==> config.mk <==
export PLATFORM = sky130hd
export DESIGN_NAME = bulk_sie_port
export DESIGN_NICKNAME = d
export VERILOG_FILES = /design/src/rtl/bulk_sie_port.sv
export SDC_FILE = /design/constraint.sdc
export NUM_CORES = 1
export LEC_CHECK = 0
export ABC_AREA = 1
export CAP_MARGIN = 20
export CORE_ASPECT_RATIO = 0.75
export CORE_MARGIN = 4
export CORE_UTILIZATION = 45
export CTS_CLUSTER_SIZE = 40
export DETAILED_ROUTE_END_ITERATION = 16
export HOLD_SLACK_MARGIN = 0.1
export MAX_ROUTING_LAYER = met4
export PLACE_DENSITY = 0.76
export SYNTH_ARGS = -nofsm -noshare
export SYNTH_HDL_FRONTEND = slang
export SYNTH_SLANG_ARGS = --single-unit
==> constraint.sdc <==
create_clock -name clk_i -period 4.2 [get_ports clk_i]
set_input_delay 0.84 -clock clk_i [delete_from_list [all_inputs] [get_ports clk_i]]
set_output_delay 0.84 -clock clk_i [all_outputs]
set_load 0.02 [all_outputs]
==> src/rtl/bulk_sie_port.sv <==
`default_nettype none
// ============================================================================
// Module      : bulk_sie_port
// Description : SIE-side initiator of the bulk IN/OUT endpoint handshake.
//               Converts decoded token/data/handshake events into endpoint
//               strobes and sources IN bytes to the packet transmitter.
// Ports       : clk_i/rst_i         clock, asynchronous active-high reset
//               token_in_i/out_i    IN/OUT token pulses for this endpoint
//               hs_ack_i/timeout_i  host ACK after IN data / handshake timeout
//               rx_*                OUT data byte stream, end and error pulses
//               tx_*                IN byte stream to the transmitter + EOP
//               hs_valid_o/hs_nak_o handshake request to the transmitter
//               ep_in_*             endpoint IN side (req/ready/data/ack)
//               ep_out_*            endpoint OUT side (data/valid/err/ready/nak)
// Revision    : 1.0 - initial release
// ============================================================================
module bulk_sie_port #(
  parameter int IN_MAXPACKETSIZE  = 8,
  parameter int OUT_MAXPACKETSIZE = 8,
  parameter int IN_LAT            = 2
) (
  input  logic       clk_i,
  input  logic       rst_i,
  input  logic       token_in_i,
  input  logic       token_out_i,
  input  logic       hs_ack_i,
  input  logic       timeout_i,
  input  logic [7:0] rx_data_i,
  input  logic       rx_valid_i,
  input  logic       rx_end_i,
  input  logic       rx_err_i,
  output logic [7:0] tx_data_o,
  output logic       tx_valid_o,
  input  logic       tx_ready_i,
  output logic       tx_eop_o,
  output logic       hs_valid_o,
  output logic       hs_nak_o,
  output logic       ep_in_req_o,
  output logic       ep_in_ready_o,
  output logic       ep_in_data_ack_o,
  input  logic [7:0] ep_in_data_i,
  input  logic       ep_in_valid_i,
  output logic [7:0] ep_out_data_o,
  output logic       ep_out_valid_o,
  output logic       ep_out_err_o,
  output logic       ep_out_ready_o,
  input  logic       ep_out_nak_i
);

  localparam int IN_CW  = $clog2(IN_MAXPACKETSIZE + 1);
  localparam int OUT_CW = $clog2(OUT_MAXPACKETSIZE + 1);
  localparam int LAT_CW = $clog2(IN_LAT + 1);

  typedef enum logic [2:0] {
    IDLE      = 3'd0,
    IN_SETTLE = 3'd1,
    IN_DATA   = 3'd2,
    IN_HS     = 3'd3,
    OUT_DATA  = 3'd4,
    OUT_END   = 3'd5
  } state_t;

  state_t              state, state_nxt;
  logic [IN_CW-1:0]    in_cnt, in_cnt_nxt;
  logic [OUT_CW-1:0]   out_cnt, out_cnt_nxt;
  logic [LAT_CW-1:0]   settle, settle_nxt;
  // OUT byte pipeline phase: 0 idle, 1 = data presented, 2 = data + ready
  logic [1:0]          out_ph, out_ph_nxt;
  logic                err_pend, err_pend_nxt;
  logic                end_pend, end_pend_nxt;

  logic [7:0] tx_data_nxt, ep_out_data_nxt;
  logic       tx_valid_nxt, tx_eop_nxt, hs_valid_nxt, hs_nak_nxt;
  logic       ep_in_req_nxt, ep_in_data_ack_nxt;
  logic       ep_out_valid_nxt, ep_out_err_nxt, ep_out_ready_nxt;
  logic       token_any, err_now, end_now;

  assign token_any = token_in_i | token_out_i;

  always_ff @(posedge clk_i or posedge rst_i) begin
    if (rst_i) begin
      state            <= IDLE;
      in_cnt           <= '0;
      out_cnt          <= '0;
      settle           <= '0;
      out_ph           <= 2'd0;
      err_pend         <= 1'b0;
      end_pend         <= 1'b0;
      tx_data_o        <= 8'd0;
      tx_valid_o       <= 1'b0;
      tx_eop_o         <= 1'b0;
      hs_valid_o       <= 1'b0;
      hs_nak_o         <= 1'b0;
      ep_in_req_o      <= 1'b0;
      ep_in_data_ack_o <= 1'b0;
      ep_out_data_o    <= 8'd0;
      ep_out_valid_o   <= 1'b0;
      ep_out_err_o     <= 1'b0;
      ep_out_ready_o   <= 1'b0;
    end else begin
      state            <= state_nxt;
      in_cnt           <= in_cnt_nxt;
      out_cnt          <= out_cnt_nxt;
      settle           <= settle_nxt;
      out_ph           <= out_ph_nxt;
      err_pend         <= err_pend_nxt;
      end_pend         <= end_pend_nxt;
      tx_data_o        <= tx_data_nxt;
      tx_valid_o       <= tx_valid_nxt;
      tx_eop_o         <= tx_eop_nxt;
      hs_valid_o       <= hs_valid_nxt;
      hs_nak_o         <= hs_nak_nxt;
      ep_in_req_o      <= ep_in_req_nxt;
      ep_in_data_ack_o <= ep_in_data_ack_nxt;
      ep_out_data_o    <= ep_out_data_nxt;
      ep_out_valid_o   <= ep_out_valid_nxt;
      ep_out_err_o     <= ep_out_err_nxt;
      ep_out_ready_o   <= ep_out_ready_nxt;
    end
  end

  always_comb begin
    state_nxt          = state;
    in_cnt_nxt         = in_cnt;
    out_cnt_nxt        = out_cnt;
    settle_nxt         = settle;
    out_ph_nxt         = out_ph;
    err_pend_nxt       = err_pend;
    end_pend_nxt       = end_pend;
    tx_data_nxt        = tx_data_o;
    tx_valid_nxt       = tx_valid_o;
    tx_eop_nxt         = 1'b0;
    hs_valid_nxt       = 1'b0;
    hs_nak_nxt         = 1'b0;
    ep_in_req_nxt      = ep_in_req_o;
    ep_in_data_ack_nxt = 1'b0;
    ep_out_data_nxt    = ep_out_data_o;
    ep_out_valid_nxt   = 1'b0;
    ep_out_err_nxt     = 1'b0;
    ep_out_ready_nxt   = 1'b0;
    ep_in_ready_o      = 1'b0;
    err_now            = 1'b0;
    end_now            = 1'b0;

    case (state)
      IDLE: begin
        // req is held through the ACK pulse cycle and dropped here
        ep_in_req_nxt = 1'b0;
        tx_valid_nxt  = 1'b0;
        out_ph_nxt    = 2'd0;
        err_pend_nxt  = 1'b0;
        end_pend_nxt  = 1'b0;
        if (token_in_i && !token_out_i) begin
          ep_in_req_nxt = 1'b1;
          in_cnt_nxt    = '0;
          settle_nxt    = '0;
          state_nxt     = IN_SETTLE;
        end else if (token_out_i && !token_in_i) begin
          out_cnt_nxt = '0;
          state_nxt   = OUT_DATA;
        end
      end

      IN_SETTLE: begin
        if (token_any) begin
          ep_in_req_nxt = 1'b0;
          state_nxt     = IDLE;
        end else if (settle == LAT_CW'(IN_LAT - 1)) begin
          state_nxt = IN_DATA;
        end else begin
          settle_nxt = settle + 1'b1;
        end
      end

      IN_DATA: begin
        if (token_any) begin
          ep_in_req_nxt = 1'b0;
          tx_valid_nxt  = 1'b0;
          state_nxt     = IDLE;
        end else if (tx_valid_o) begin
          if (tx_ready_i) begin
            ep_in_ready_o = 1'b1;
            tx_valid_nxt  = 1'b0;
            in_cnt_nxt    = in_cnt + 1'b1;
            settle_nxt    = '0;
            state_nxt     = IN_SETTLE;
          end
        end else if (ep_in_valid_i && (in_cnt < IN_CW'(IN_MAXPACKETSIZE))) begin
          tx_data_nxt  = ep_in_data_i;
          tx_valid_nxt = 1'b1;
        end else begin
          // short packet, ZLP, or max-size reached: close the packet
          tx_eop_nxt = 1'b1;
          state_nxt  = IN_HS;
        end
      end

      IN_HS: begin
        if (token_any || timeout_i) begin
          ep_in_req_nxt = 1'b0;
          state_nxt     = IDLE;
        end else if (hs_ack_i) begin
          ep_in_data_ack_nxt = 1'b1;
          ep_out_ready_nxt   = 1'b1;
          state_nxt          = IDLE;
        end
      end

      OUT_DATA: begin
        err_now = err_pend;
        end_now = end_pend | rx_end_i;
        if (out_ph == 2'd1)      out_ph_nxt = 2'd2;
        else if (out_ph == 2'd2) out_ph_nxt = 2'd0;

        if (token_any || rx_err_i) begin
          err_now = 1'b1;
        end else if (rx_valid_i) begin
          // overlapping byte or babble beyond max packet size
          if ((out_ph != 2'd0) || (out_cnt == OUT_CW'(OUT_MAXPACKETSIZE))) begin
            err_now = 1'b1;
          end else begin
            ep_out_data_nxt = rx_data_i;
            out_ph_nxt      = 2'd1;
            out_cnt_nxt     = out_cnt + 1'b1;
          end
        end

        ep_out_valid_nxt = (out_ph_nxt != 2'd0);
        ep_out_ready_nxt = (out_ph_nxt == 2'd2);

        // terminate only once no byte is in flight
        if ((out_ph == 2'd0) && (out_ph_nxt == 2'd0) && err_now) begin
          ep_out_ready_nxt = 1'b1;
          ep_out_err_nxt   = 1'b1;
          state_nxt        = IDLE;
        end else if ((out_ph == 2'd0) && (out_ph_nxt == 2'd0) && end_now) begin
          state_nxt = OUT_END;
        end else begin
          err_pend_nxt = err_now;
          end_pend_nxt = end_now;
        end
      end

      OUT_END: begin
        ep_out_ready_nxt = 1'b1;
        state_nxt        = IDLE;
        if (token_any) begin
          ep_out_err_nxt = 1'b1;
        end else begin
          hs_valid_nxt = 1'b1;
          hs_nak_nxt   = ep_out_nak_i;
        end
      end

      default: begin
        ep_in_req_nxt = 1'b0;
        tx_valid_nxt  = 1'b0;
        state_nxt     = IDLE;
      end
    endcase
  end

endmodule
`default_nettype wire
==> results of run 1 <==
==> state kept, by name (all words and copies together) (netlist names), 2 cells and up <==
name / cells
tx_data_o: 8
out_cnt: 4
settle: 2
ep_out_data_o: 8
state: 3
in_cnt: 4
out_ph: 2
==> cell families (layout without fill, tap and decap cells) <==
kind of cell | count (synthesis) | count (layout)
simple gates | 162 | 162
flops | 42 | 42
buf+inv | 35 | 94
compound gates | 19 | 19
fa+ha+maj | 7 | 7
xor+xnor | 1 | 1
==> where the power goes <==
group          total, W  internal [W]  leakage (nW)  switching, W
registers      0.000555      0.000495         0.571     0.0000605
logic          0.000558      0.000234         0.827      0.000324
clock network  0.000252      0.000117        0.0441      0.000135
==> routing by layer <==
layer,part of all wire [%],GRT usage [%]
met5,0,-
met4,0.42,3.45
met3,7.1,5.00
met2,43,27.0
met1,49,23.5
==> through the flow <==
stage	instances	power, W	area (um^2)	worst slack (ns)	hold slack (ns)
2_1_floorplan	266	0.000902	2140	1.69	0.434
3_3_place_gp	374	0.00111	2720	0.736	0.450
3_5_place_dp	374	0.00112	2720	0.706	0.458
4_1_cts	382	0.00138	2810	0.700	0.478
5_1_grt	382	0.00147	2810	0.516	0.505
6_report	382	0.00137	2810	0.697	0.472
==> Yosys cell counts (2+ instances only) <==
cell type                  count
sky130_fd_sc_hd__a21oi_1       4
sky130_fd_sc_hd__buf_4         2
sky130_fd_sc_hd__dfrtp_1      42
sky130_fd_sc_hd__ha_1          7
sky130_fd_sc_hd__inv_1        27
sky130_fd_sc_hd__inv_2         4
sky130_fd_sc_hd__nand2_1     102
sky130_fd_sc_hd__nand2_2       3
sky130_fd_sc_hd__nand3_1      17
sky130_fd_sc_hd__nand3_2       4
sky130_fd_sc_hd__nand3b_1      2
sky130_fd_sc_hd__nand4_1       5
sky130_fd_sc_hd__nor2_1       17
sky130_fd_sc_hd__nor2_2        2
sky130_fd_sc_hd__nor3_1        3
sky130_fd_sc_hd__nor3_2        2
sky130_fd_sc_hd__o21ai_0       6
sky130_fd_sc_hd__o21ai_1       4
sky130_fd_sc_hd__or2_2         3
==> cell usage in the layout (no fill, tap or decap), types with 2 or more instances in the layout <==
cell and instances:
sky130_fd_sc_hd__a21oi_1 4, sky130_fd_sc_hd__buf_4 2, sky130_fd_sc_hd__clkbuf_8 5, sky130_fd_sc_hd__clkdlybuf4s50_1 53, sky130_fd_sc_hd__dfrtp_1 42, sky130_fd_sc_hd__ha_1 7, sky130_fd_sc_hd__inv_1 27, sky130_fd_sc_hd__inv_2 4
sky130_fd_sc_hd__nand2_1 102, sky130_fd_sc_hd__nand2_2 3, sky130_fd_sc_hd__nand3_1 17, sky130_fd_sc_hd__nand3_2 4, sky130_fd_sc_hd__nand3b_1 2, sky130_fd_sc_hd__nand4_1 5, sky130_fd_sc_hd__nor2_1 17, sky130_fd_sc_hd__nor2_2 2
sky130_fd_sc_hd__nor3_1 3, sky130_fd_sc_hd__nor3_2 2, sky130_fd_sc_hd__o21ai_0 6, sky130_fd_sc_hd__o21ai_1 4, sky130_fd_sc_hd__or2_2 3
==> worst paths after layout <==
path	from	to	slack, ns
worst max-delay path	token_in_i	ep_in_ready_o	0.70
worst min-delay path	tx_data_o[5]	tx_data_o[5]	0.47
worst max register to register	state[0]	ep_out_data_o[3]	2.36
worst min register to register	tx_data_o[5]	tx_data_o[5]	0.47
max in group asynchronous	rst_i	settle[0]	2.86
min in group asynchronous	rst_i	ep_out_data_o[4]	0.98
==> area by class of cell <==
class	count	area, um^2	area share (%)
flip-flops and latches	42	1050	37.4
repair buffers	55	546	19.4
inverters	31	116	4.14
well taps	57	71.3	2.54
clock inverters	3	21.3	0.757
clock buffers	5	68.8	2.45
multi-input cells	189	937	33.3
==> critical path: cells and delay by family <==
| family | cells | cell delay (ns) |
|---|---|---|
| buffers and inverters | 5 | 1.36 |
| adder cells (fa/ha/maj) | 1 | 0.18 |
| AND/OR/NAND/NOR | 2 | 0.28 |
==> impl_table.tex, run 1 <==
\begin{tabular}{lr}
\hline
Metric & Value \\
\hline
\multicolumn{2}{l}{\textbf{Critical path}} \\
Most frequent cell on the critical path & sky130\_fd\_sc\_hd\_\_inv\_1 \\
Largest fanout of any net on the critical path & 5 \\
Worst path max stage delay & 0.61 ns \\
Setup Crit Path Kind & in -> out \\
Worst Setup Start Kind & input pin \\
R2R cell count & 7 \\
Required time of the critical path & 3.36 ns \\
CP Capture Type & output pin \\
Cell-by-cell listing of the critical path & clkdlybuf4s50\_1 > inv\_1 > ha\_1 > inv\_1 > nor2\_1 > nand2\_1 > inv\_1 > clkdlybuf4s50\_1 \\
Worst path slowest cell & sky130\_fd\_sc\_hd\_\_clkdlybuf4s50\_1 \\
Critical Path AT & 2.66 ns \\
\multicolumn{2}{l}{\textbf{Timing}} \\
Max Transition Viols Final & 0 \\
Final setup violating endpoints & 0 \\
Setup repair after global routing missed its margin & false \\
Post-route clock skew & 0.0115 ns \\
Hold violation count in the final report & 0 \\
Relative slew margins & 63.1\% \\
Worst Tran Pin Value & 0.552 ns \\
Achievable Freq & 285 MHz \\
Final min period & 3.50 ns \\
Total negative slack & 0 ns \\
Fraction of the cycle the final worst path needs & 83.4\% \\
\multicolumn{2}{l}{\textbf{Clock network}} \\
Resize count post-CTS & 0 \\
Clock-pin slew reported for the worst setup and hold paths after clock tree synthesis & 0.08 ns \\
Maximum level of the CTS H-tree & 2 \\
Sinks on Clock Net & 42 \\
Post-CTS repair timing setup buffer count & 0 \\
TritonCTS buffer count & 5 \\
Hold-fix buffer count after cts & 0 \\
Clock root cell & sky130\_fd\_sc\_hd\_\_clkbuf\_8 \\
Insertion delay of the later-clocked pin in the worst-skew pair & 0.29 ns \\
CTS Buffer Depth & 2 \\
TritonCTS clock tree & built \\
\multicolumn{2}{l}{\textbf{Cells and area}} \\
Post-layout net count & 359 \\
Synth-to-Final Area Change & 31.6\% \\
Final core utilization & 62.2\% \\
Antenna cells & 0 \\
Fraction of layout instances using a drive strength above 1 & 9.85\% \\
Number of inserted filler cells in the final layout & 390 \\
\multicolumn{2}{l}{\textbf{Global route}} \\
Via count of the first global-routing pass & 1756 \\
Number of antenna violations at the first check in global routing & 0 \\
Global-route wire length before repair & 7960 um \\
Pin count of the biggest net entering global routing & 43 \\
Leftover overflow at the end of global routing & 0 \\
Total routing resource utilization after global routing & 17.6\% \\
\multicolumn{2}{l}{\textbf{Detailed routing}} \\
DRC errors left & 0 \\
Final ANT Viol Nets & 0 \\
DR pass1 iterations & 4 \\
Routed via count divided by cell count & 4.80 \\
Drt initial violations & 86 \\
WL per Instance & 11.9 um \\
Wire length reported by the detailed router & 4540 um \\
Total via count in the routed design & 1832 \\
\multicolumn{2}{l}{\textbf{Synth}} \\
Synthesized-area fraction occupied by ao, oa, aoi and oai cells & 5.39\% \\
Adder and majority cell fraction of the synthesized area & 4.10\% \\
Post-synth top area cell & sky130\_fd\_sc\_hd\_\_dfrtp\_1 \\
Register bit total from synthesis & 42 \\
Dominant combinational cell family by area after synthesis & simple AND/OR/NAND/NOR gates \\
Number of nets produced by synthesis & 301 \\
Parity-gate share of the synthesized area counting xor and xnor cells & 0.410\% \\
Cell variety after synth & 29 \\
Number of synthesized flops with an enable pin & 0 \\
Area fraction in and, or, nand and nor cells after synthesis & 34.0\% \\
Share of the synthesized area in the top cell type & 49.2\% \\
Portion of netlist area occupied by mux cells & 0\% \\
Fraction of the yosys area taken by sequential cells & 49.2\% \\
Ranking of synthesized cells by area & sky130\_fd\_sc\_hd\_\_dfrtp\_1 49\%, sky130\_fd\_sc\_hd\_\_nand2\_1 18\%, sky130\_fd\_sc\_hd\_\_inv\_1 4.7\% \\
Area of the mapped netlist & 2140 um\^{}2 \\
YS warnings & 0 \\
Avg Cell Area, Syn & 8.03 um\^{}2 \\
Cells after synthesis & 266 \\
Primary flip-flop cell chosen by synthesis mapping & sky130\_fd\_sc\_hd\_\_dfrtp\_1 \\
Async set-reset flop share out of synthesis & 100\% \\
\multicolumn{2}{l}{\textbf{Placement}} \\
Total of buffers placed on input and output ports & 53 \\
Detailed placer's ending HPWL & 3450 um \\
Last weighted congestion value of the routability-driven placer & 0.882 \\
\multicolumn{2}{l}{\textbf{Die}} \\
Die area & 5920 um\^{}2 \\
Count of boundary I/O pins & 54 \\
Placement Rows & 21 \\
Placeable core region & 4520 um\^{}2 \\
Starting utilization of the core area & 47.3\% \\
Width of the chip & 87.6 um \\
Die boundary height & 67.7 um \\
\multicolumn{2}{l}{\textbf{Worst hold path}} \\
Path class of the lowest-slack min-delay path & reg -> reg \\
Hold depth & 2 \\
\multicolumn{2}{l}{\textbf{Pwr}} \\
Pwr per Cell Area & 486 nW/um\^{}2 \\
IR drop worst, VDD & 0.265 mV \\
Leakage power of the design & 1.44 nW \\
\multicolumn{2}{l}{\textbf{Outcome}} \\
Outcome & complete, no violations \\
\multicolumn{2}{l}{\textbf{Flow run}} \\
Max-cap violations & 0 \\
\hline
\end{tabular}
No activity file was read; power rests on OpenSTA's default activity.
==> run 2: changes to the inputs <==
CORE_UTILIZATION = 44   (was 45)
PLACE_DENSITY = 0.78   (was 0.76)
clock period = 3.2 ns   (was 4.2 ns; I/O delays follow)
==> run 2 against run 1 <==
Net effect: critical endpoint unchanged; final cell count rose by 0.26%; sequential cell count did not move; clock-buffer cell count rose by 1; combinational power rose by 31%; largest power group unchanged.
==> impl_table.tex, run 2 (synthesized netlist as in run 1, its figures left out) <==
\begin{tabular}{lr}
\hline
Metric & Value \\
\hline
\multicolumn{2}{l}{\textbf{Outcome}} \\
Outcome & complete, no violations \\
\multicolumn{2}{l}{\textbf{Detailed routing}} \\
Wire length reported by the detailed router & 4500 um (-0.84\%) \\
Drt initial violations & 83 (-3.5\%) \\
WL per Instance & 11.7 um (-1.1\%) \\
DRC errors left & 0 (unchanged) \\
Total via count in the routed design & 1841 (+0.49\%) \\
Routed via count divided by cell count & 4.81 (+0.23\%) \\
Final ANT Viol Nets & 0 (unchanged) \\
DR pass1 iterations & 4 (unchanged) \\
\multicolumn{2}{l}{\textbf{Cells and area}} \\
Fraction of layout instances using a drive strength above 1 & 9.82\% (-0.030 points) \\
Number of inserted filler cells in the final layout & 377 (-3.3\%) \\
Synth-to-Final Area Change & 33.0\% \\
Most used cells in the layout excluding fill and tap cells & 102 x sky130\_fd\_sc\_hd\_\_nand2\_1, 52 x sky130\_fd\_sc\_hd\_\_clkdlybuf4s50\_1, 42 x sky130\_fd\_sc\_hd\_\_dfrtp\_1 \\
Antenna cells & 0 (unchanged) \\
Post-layout net count & 360 (+0.28\%) \\
Most frequent standard cell in the layout excluding fill and tap cells & sky130\_fd\_sc\_hd\_\_nand2\_1 \\
Total non-filler cell area in the finished layout & 2840 um\^{}2 (+1.1\%) \\
Regs by FF count & ep\_out\_data\_o x8, tx\_data\_o x8 \\
\multicolumn{2}{l}{\textbf{Timing}} \\
Final setup violating endpoints & 0 (unchanged) \\
Relative slew margins & 64.8\% (+1.6 points) \\
Final worst-path setup slack & 0.506 ns (-0.191 ns) \\
Achievable Freq & 371 MHz \\
Max Transition Viols Final & 0 (unchanged) \\
Post-route clock skew & 0.00546 ns (-0.00600 ns) \\
Worst Tran Pin Value & 0.528 ns (-0.0246 ns) \\
Total negative slack & 0 ns (unchanged) \\
Setup repair after global routing missed its margin & false \\
Hold violation count in the final report & 0 (unchanged) \\
Worst Hold Slack & 0.470 ns (-0.00191 ns) \\
Fraction of the cycle the final worst path needs & 84.2\% \\
Final min period & 2.69 ns \\
\multicolumn{2}{l}{\textbf{Die}} \\
Placement Rows & 21 (unchanged) \\
Die boundary height & 68.3 um (+0.99\%) \\
Width of the chip & 88.5 um (+1.0\%) \\
Die area & 6040 um\^{}2 (+2.0\%) \\
Count of boundary I/O pins & 54 (unchanged) \\
Placeable core region & 4570 um\^{}2 (+1.2\%) \\
Starting utilization of the core area & 46.7\% (-0.54 points) \\
\multicolumn{2}{l}{\textbf{Clock network}} \\
Maximum level of the CTS H-tree & 2 (unchanged) \\
Hold-fix buffer count after cts & 0 (unchanged) \\
Sinks on Clock Net & 42 (unchanged) \\
Resize count post-CTS & 0 (unchanged) \\
Clock-pin slew reported for the worst setup and hold paths after clock tree synthesis & 0.07 ns (about the same) \\
Clock root cell & sky130\_fd\_sc\_hd\_\_clkbuf\_8 \\
Post-CTS repair timing setup buffer count & 0 (unchanged) \\
TritonCTS buffer count & 5 (unchanged) \\
CTS Buffer Depth & 2 (unchanged) \\
TritonCTS clock tree & built \\
Insertion delay of the later-clocked pin in the worst-skew pair & 0.30 ns (about the same) \\
\multicolumn{2}{l}{\textbf{Global route}} \\
Leftover overflow at the end of global routing & 0 (unchanged) \\
Global-route wire length before repair & 7550 um (-5.2\%) \\
Number of antenna violations at the first check in global routing & 0 (unchanged) \\
Pin count of the biggest net entering global routing & 43 (unchanged) \\
Total routing resource utilization after global routing & 16.9\% (-0.67 points) \\
Via count of the first global-routing pass & 1730 (-1.5\%) \\
\multicolumn{2}{l}{\textbf{Critical path}} \\
Worst path max stage delay & 0.44 ns (-0.17 ns) \\
Minimum setup slack among reg-to-reg paths & 1.36 ns (-1.00 ns) \\
Largest fanout of any net on the critical path & 5 (unchanged) \\
Setup Crit Path Kind & in -> out \\
Worst path slowest cell & sky130\_fd\_sc\_hd\_\_clkdlybuf4s50\_1 \\
Critical Path AT & 2.05 ns (-0.61 ns) \\
Required time of the critical path & 2.56 ns (-0.80 ns) \\
Worst Setup Start Kind & input pin \\
Cell-by-cell listing of the critical path & clkdlybuf4s50\_1 > inv\_1 > ha\_1 > inv\_1 > nor2\_1 > nand2\_1 > inv\_1 > dlymetal6s2s\_1 \\
Launch point of the worst reg-to-reg path & state[0] \\
CP Capture Type & output pin \\
Most frequent cell on the critical path & sky130\_fd\_sc\_hd\_\_inv\_1 \\
R2R cell count & 7 (unchanged) \\
Critical R2R Capture & ep\_out\_data\_o[6] \\
\multicolumn{2}{l}{\textbf{Worst hold path}} \\
Min-delay src & ep\_in\_req\_o \\
Worst hold path endpoint & ep\_in\_req\_o \\
Path class of the lowest-slack min-delay path & reg -> reg \\
Hold depth & 2 (unchanged) \\
\multicolumn{2}{l}{\textbf{Placement}} \\
Post-place instance area & 2730 um\^{}2 (+0.28\%) \\
Total of buffers placed on input and output ports & 53 (unchanged) \\
Last weighted congestion value of the routability-driven placer & 0.893 (+1.2\%) \\
Pre-CTS worst setup slack & 0.134 ns (-0.572 ns) \\
Detailed placer's ending HPWL & 3470 um (+0.53\%) \\
\multicolumn{2}{l}{\textbf{Pwr}} \\
IR drop worst, VDD & 0.388 mV (+47\%) \\
Total design power & 0.00187 W (+37\%) \\
Pwr per Cell Area & 658 nW/um\^{}2 (+35\%) \\
Leakage power of the design & 1.47 nW (+2.1\%) \\
\multicolumn{2}{l}{\textbf{Flow run}} \\
Max-cap violations & 0 (unchanged) \\
\hline
\end{tabular}
[run 2: cell count changes in the layout (fill, tap and decap cells not counted), sizes merged]
cell           before  now
clkbuf              5    6
dlymetal6s2s        0    1
buf                 2    3
bufinv              0    1
clkinv              2    0
clkdlybuf4s50      53   52
[run 2: report_power, final]
| group | internal [W] | switching (W) | total, W |
|---|---|---|---|
| Clock | 0.000233 | 0.000178 | 0.000410 |
| Sequential | 0.000649 | 0.0000779 | 0.000727 |
| Combinational | 0.000309 | 0.000423 | 0.000731 |
[run 2: area by class of cell]
| type | count | area [um^2] | share of cell area [%] |
|---|---|---|---|
| clock buffer | 6 | 72.6 | 2.55 |
| inverter | 31 | 116 | 4.10 |
| timing repair buffer | 56 | 556 | 19.6 |
| tap | 57 | 71.3 | 2.51 |
| sequential | 42 | 1050 | 37.0 |
| clock inverter | 2 | 37.5 | 1.32 |
| multi-input combinational | 189 | 937 | 33.0 |
[run 2: worst max path at each step]
stage / from / endpoint / slack (ns) / cells past startpoint
after floorplan: token_in_i / ep_in_ready_o / 1.09 / 7
after CTS: token_out_i / ep_in_ready_o / 0.12 / 8
final: token_out_i / ep_in_ready_o / 0.51 / 8
after global routing: token_out_i / ep_in_ready_o / 0.34 / 8
after detailed placement: token_out_i / ep_in_ready_o / 0.13 / 8
after global placement: token_in_i / ep_in_ready_o / 0.17 / 8
[run 2: critical path, delay by kind of cell]
family	cells	cell delay, ns
buffers and inverters	5	0.95
AND/OR/NAND/NOR	2	0.25
adder cells (fa/ha/maj)	1	0.20
[run 2: per-layer routing]
metal  track usage [%]  up-vias  part of all wire, %
met5                 -        -                    0
met3              5.42       10                  7.7
met4              8.30        0                  2.5
met2              25.9       55                   43
li1                  -      958                    -
met1              20.3      818                   47
[run 2: stage by stage]
step,utilization [%],cells
finish,62.2,383
detailed placement,59.7,375
CTS,62.1,383
floorplan,-,266
global placement,59.7,375
global route,62.2,383
==> run 3: changes to the inputs <==
CORE_UTILIZATION = 45   (was 44)
PLACE_DENSITY = 0.76   (was 0.78)
clock period = 2.5 ns   (was 3.2 ns; I/O delays follow)
==> run 3 against run 2 <==
Net effect: via count grew 3.2%; power is 29% higher; combinational power grew 30%; design area up 2.1%; sequential share of layout area fell by 0.77 points; clock-buffer cell count unchanged; routed wire length increased by 4.9%; first-iteration DRC count rose by 45%; final cell count grew 2.3%; critical path depth unchanged; worst hold slack improved by 0.0017 ns.
==> impl_table.tex, run 3 (synthesized netlist as in run 1, its figures left out) <==
\begin{tabular}{lr}
\hline
Metric & Value \\
\hline
\multicolumn{2}{l}{\textbf{Detailed routing}} \\
Wire length the detailed router placed on met1 & 2210 um (+5.0\%) \\
Final ANT Viol Nets & 0 (unchanged) \\
Routed via count divided by cell count & 4.84 (+0.78\%) \\
DR pass1 iterations & 4 (unchanged) \\
WL per Instance & 12.0 um (+2.5\%) \\
DRC errors left & 0 (unchanged) \\
Routed length on met3 & 393 um (+14\%) \\
Drt initial violations & 120 (+45\%) \\
Met2 wirelength from detailed routing & 2060 um (+6.6\%) \\
Wire length reported by the detailed router & 4720 um (+4.9\%) \\
Uppermost layer routed & met4 \\
Total via count in the routed design & 1899 (+3.2\%) \\
\multicolumn{2}{l}{\textbf{Clock network}} \\
Clock-pin slew reported for the worst setup and hold paths after clock tree synthesis & 0.08 ns (about the same) \\
Maximum level of the CTS H-tree & 2 (unchanged) \\
Clock root cell & sky130\_fd\_sc\_hd\_\_clkbuf\_8 \\
Post-CTS repair timing setup buffer count & 0 (unchanged) \\
CTS Buffer Depth & 2 (unchanged) \\
TritonCTS buffer count & 5 (unchanged) \\
TritonCTS clock tree & built \\
Sinks on Clock Net & 42 (unchanged) \\
Insertion delay of the later-clocked pin in the worst-skew pair & 0.30 ns (about the same) \\
\multicolumn{2}{l}{\textbf{Timing}} \\
Final min period & 2.25 ns \\
Fraction of the cycle the final worst path needs & 90.1\% \\
Max Transition Viols Final & 0 (unchanged) \\
Hold violation count in the final report & 0 (unchanged) \\
Relative slew margins & 65.5\% (+0.69 points) \\
Achievable Freq & 444 MHz \\
Worst Tran Pin Value & 0.518 ns (-0.00984 ns) \\
Final setup violating endpoints & 0 (unchanged) \\
Setup repair after global routing missed its margin & false \\
Post-route clock skew & 0.00490 ns (-0.000560 ns) \\
\multicolumn{2}{l}{\textbf{Critical path}} \\
Largest fanout of any net on the critical path & 2 (-3) \\
R2R cell count & 10 (+3) \\
CP Capture Type & output pin \\
Required time of the critical path & 2.00 ns (-0.56 ns) \\
Critical Path AT & 1.75 ns (-0.30 ns) \\
Worst Setup Start Kind & input pin \\
Critical R2R Capture & err\_pend \\
Launch point of the worst reg-to-reg path & out\_cnt[0] \\
Setup Crit Path Kind & in -> out \\
Minimum setup slack among reg-to-reg paths & 0.94 ns (-0.42 ns) \\
\multicolumn{2}{l}{\textbf{Worst hold path}} \\
Worst hold path endpoint & tx\_data\_o[1] \\
Min-delay src & tx\_data\_o[1] \\
Path class of the lowest-slack min-delay path & reg -> reg \\
Hold depth & 2 (unchanged) \\
\multicolumn{2}{l}{\textbf{Cells and area}} \\
Post-layout net count & 369 (+2.5\%) \\
Most frequent standard cell in the layout excluding fill and tap cells & sky130\_fd\_sc\_hd\_\_nand2\_1 \\
Antenna cells & 0 (unchanged) \\
Synth-to-Final Area Change & 35.9\% \\
Regs by FF count & ep\_out\_data\_o x8, tx\_data\_o x8 \\
Most used cells in the layout excluding fill and tap cells & 102 x sky130\_fd\_sc\_hd\_\_nand2\_1, 52 x sky130\_fd\_sc\_hd\_\_clkdlybuf4s50\_1, 42 x sky130\_fd\_sc\_hd\_\_dfrtp\_1 \\
Final core utilization & 64.2\% (+2.1 points) \\
Fraction of layout instances using a drive strength above 1 & 12.5\% (+2.7 points) \\
Total non-filler cell area in the finished layout & 2900 um\^{}2 (+2.1\%) \\
\multicolumn{2}{l}{\textbf{Die}} \\
Width of the chip & 87.6 um (-1.0\%) \\
Placement Rows & 21 (unchanged) \\
Count of boundary I/O pins & 54 (unchanged) \\
Die boundary height & 67.7 um (-0.98\%) \\
Placeable core region & 4520 um\^{}2 (-1.1\%) \\
Die area & 5920 um\^{}2 (-2.0\%) \\
Starting utilization of the core area & 47.3\% (+0.54 points) \\
\multicolumn{2}{l}{\textbf{Global route}} \\
Via count of the first global-routing pass & 1771 (+2.4\%) \\
Global-route wire length before repair & 7780 um (+3.0\%) \\
Total routing resource utilization after global routing & 17.4\% (+0.50 points) \\
Pin count of the biggest net entering global routing & 43 (unchanged) \\
Leftover overflow at the end of global routing & 0 (unchanged) \\
Number of antenna violations at the first check in global routing & 0 (unchanged) \\
\multicolumn{2}{l}{\textbf{Placement}} \\
Post-place instance area & 2800 um\^{}2 (+2.5\%) \\
Total of buffers placed on input and output ports & 53 (unchanged) \\
Detailed placer's ending HPWL & 3620 um (+4.4\%) \\
Last weighted congestion value of the routability-driven placer & 0.892 (-0.15\%) \\
\multicolumn{2}{l}{\textbf{Pwr}} \\
Pwr per Cell Area & 831 nW/um\^{}2 (+26\%) \\
IR drop worst, VDD & 0.540 mV (+39\%) \\
Leakage power of the design & 1.50 nW (+1.8\%) \\
\multicolumn{2}{l}{\textbf{Flow run}} \\
Max-cap violations & 0 (unchanged) \\
\multicolumn{2}{l}{\textbf{Outcome}} \\
Outcome & complete, no violations \\
\hline
\end{tabular}
run 3: worst max-delay path: stages:
cell and delay [ns]:
sky130_fd_sc_hd__clkdlybuf4s50_1 0.43, sky130_fd_sc_hd__inv_1 0.09, sky130_fd_sc_hd__ha_1 0.20, sky130_fd_sc_hd__inv_1 0.07
sky130_fd_sc_hd__nor2_1 0.14, sky130_fd_sc_hd__nand2_1 0.09, sky130_fd_sc_hd__inv_1 0.07, sky130_fd_sc_hd__clkbuf_2 0.16
run 3: through the flow:
step / TNS [ns] / total power (W) / std cells / setup slack [ns] / hold slack [ns]
2_1_floorplan: 0 / 0.00151 / 266 / 0.670 / 0.434
3_3_place_gp: -0.153 / 0.00188 / 384 / -0.153 / 0.449
3_5_place_dp: -0.190 / 0.00190 / 384 / -0.190 / 0.458
4_1_cts: 0 / 0.00243 / 392 / 0.0768 / 0.478
5_1_grt: 0 / 0.00259 / 392 / 0.0899 / 0.498
6_report: 0 / 0.00241 / 392 / 0.246 / 0.471
run 3: power by group:
part	total [W]	internal, W	switching, W
clock	0.000527	0.000298	0.000229
combinational	0.000952	0.000408	0.000544
sequential	0.000933	0.000831	0.000102
total	0.00241	0.00154	0.000875
run 3: worst max path at each step:
stage	from	end	slack, ns
2_1_floorplan	token_in_i	ep_in_ready_o	0.67
3_3_place_gp	token_in_i	ep_in_ready_o	-0.15
3_5_place_dp	token_in_i	ep_in_ready_o	-0.19
4_1_cts	token_in_i	ep_in_ready_o	0.08
5_1_grt	token_in_i	ep_in_ready_o	0.09
6_report	token_in_i	ep_in_ready_o	0.25
run 3: metal layers:
metal / vias to the layer above / global-route usage (%)
met3: 7 / 3.90
met1: 861 / 23.0
met5: - / -
met4: 0 / 6.51
li1: 974 / -
met2: 57 / 26.3
run 3: cell type report:
type                            count  area [um^2]
Clock buffer                        6         72.6
Clock inverter                      2         37.5
Fill cell                         382         1620
Inverter                           31          116
Multi-Input combinational cell    189          937
Sequential cell                    42         1050
Tap cell                           57         71.3
Timing Repair Buffer               65          616
run 3: what timing repair did:
action,in CTS,in global routing
hold buffers,0,0
pin swaps,0,0
gates cloned,0,0
gates resized for setup,1,2
endpoints found under the setup margin,1,1
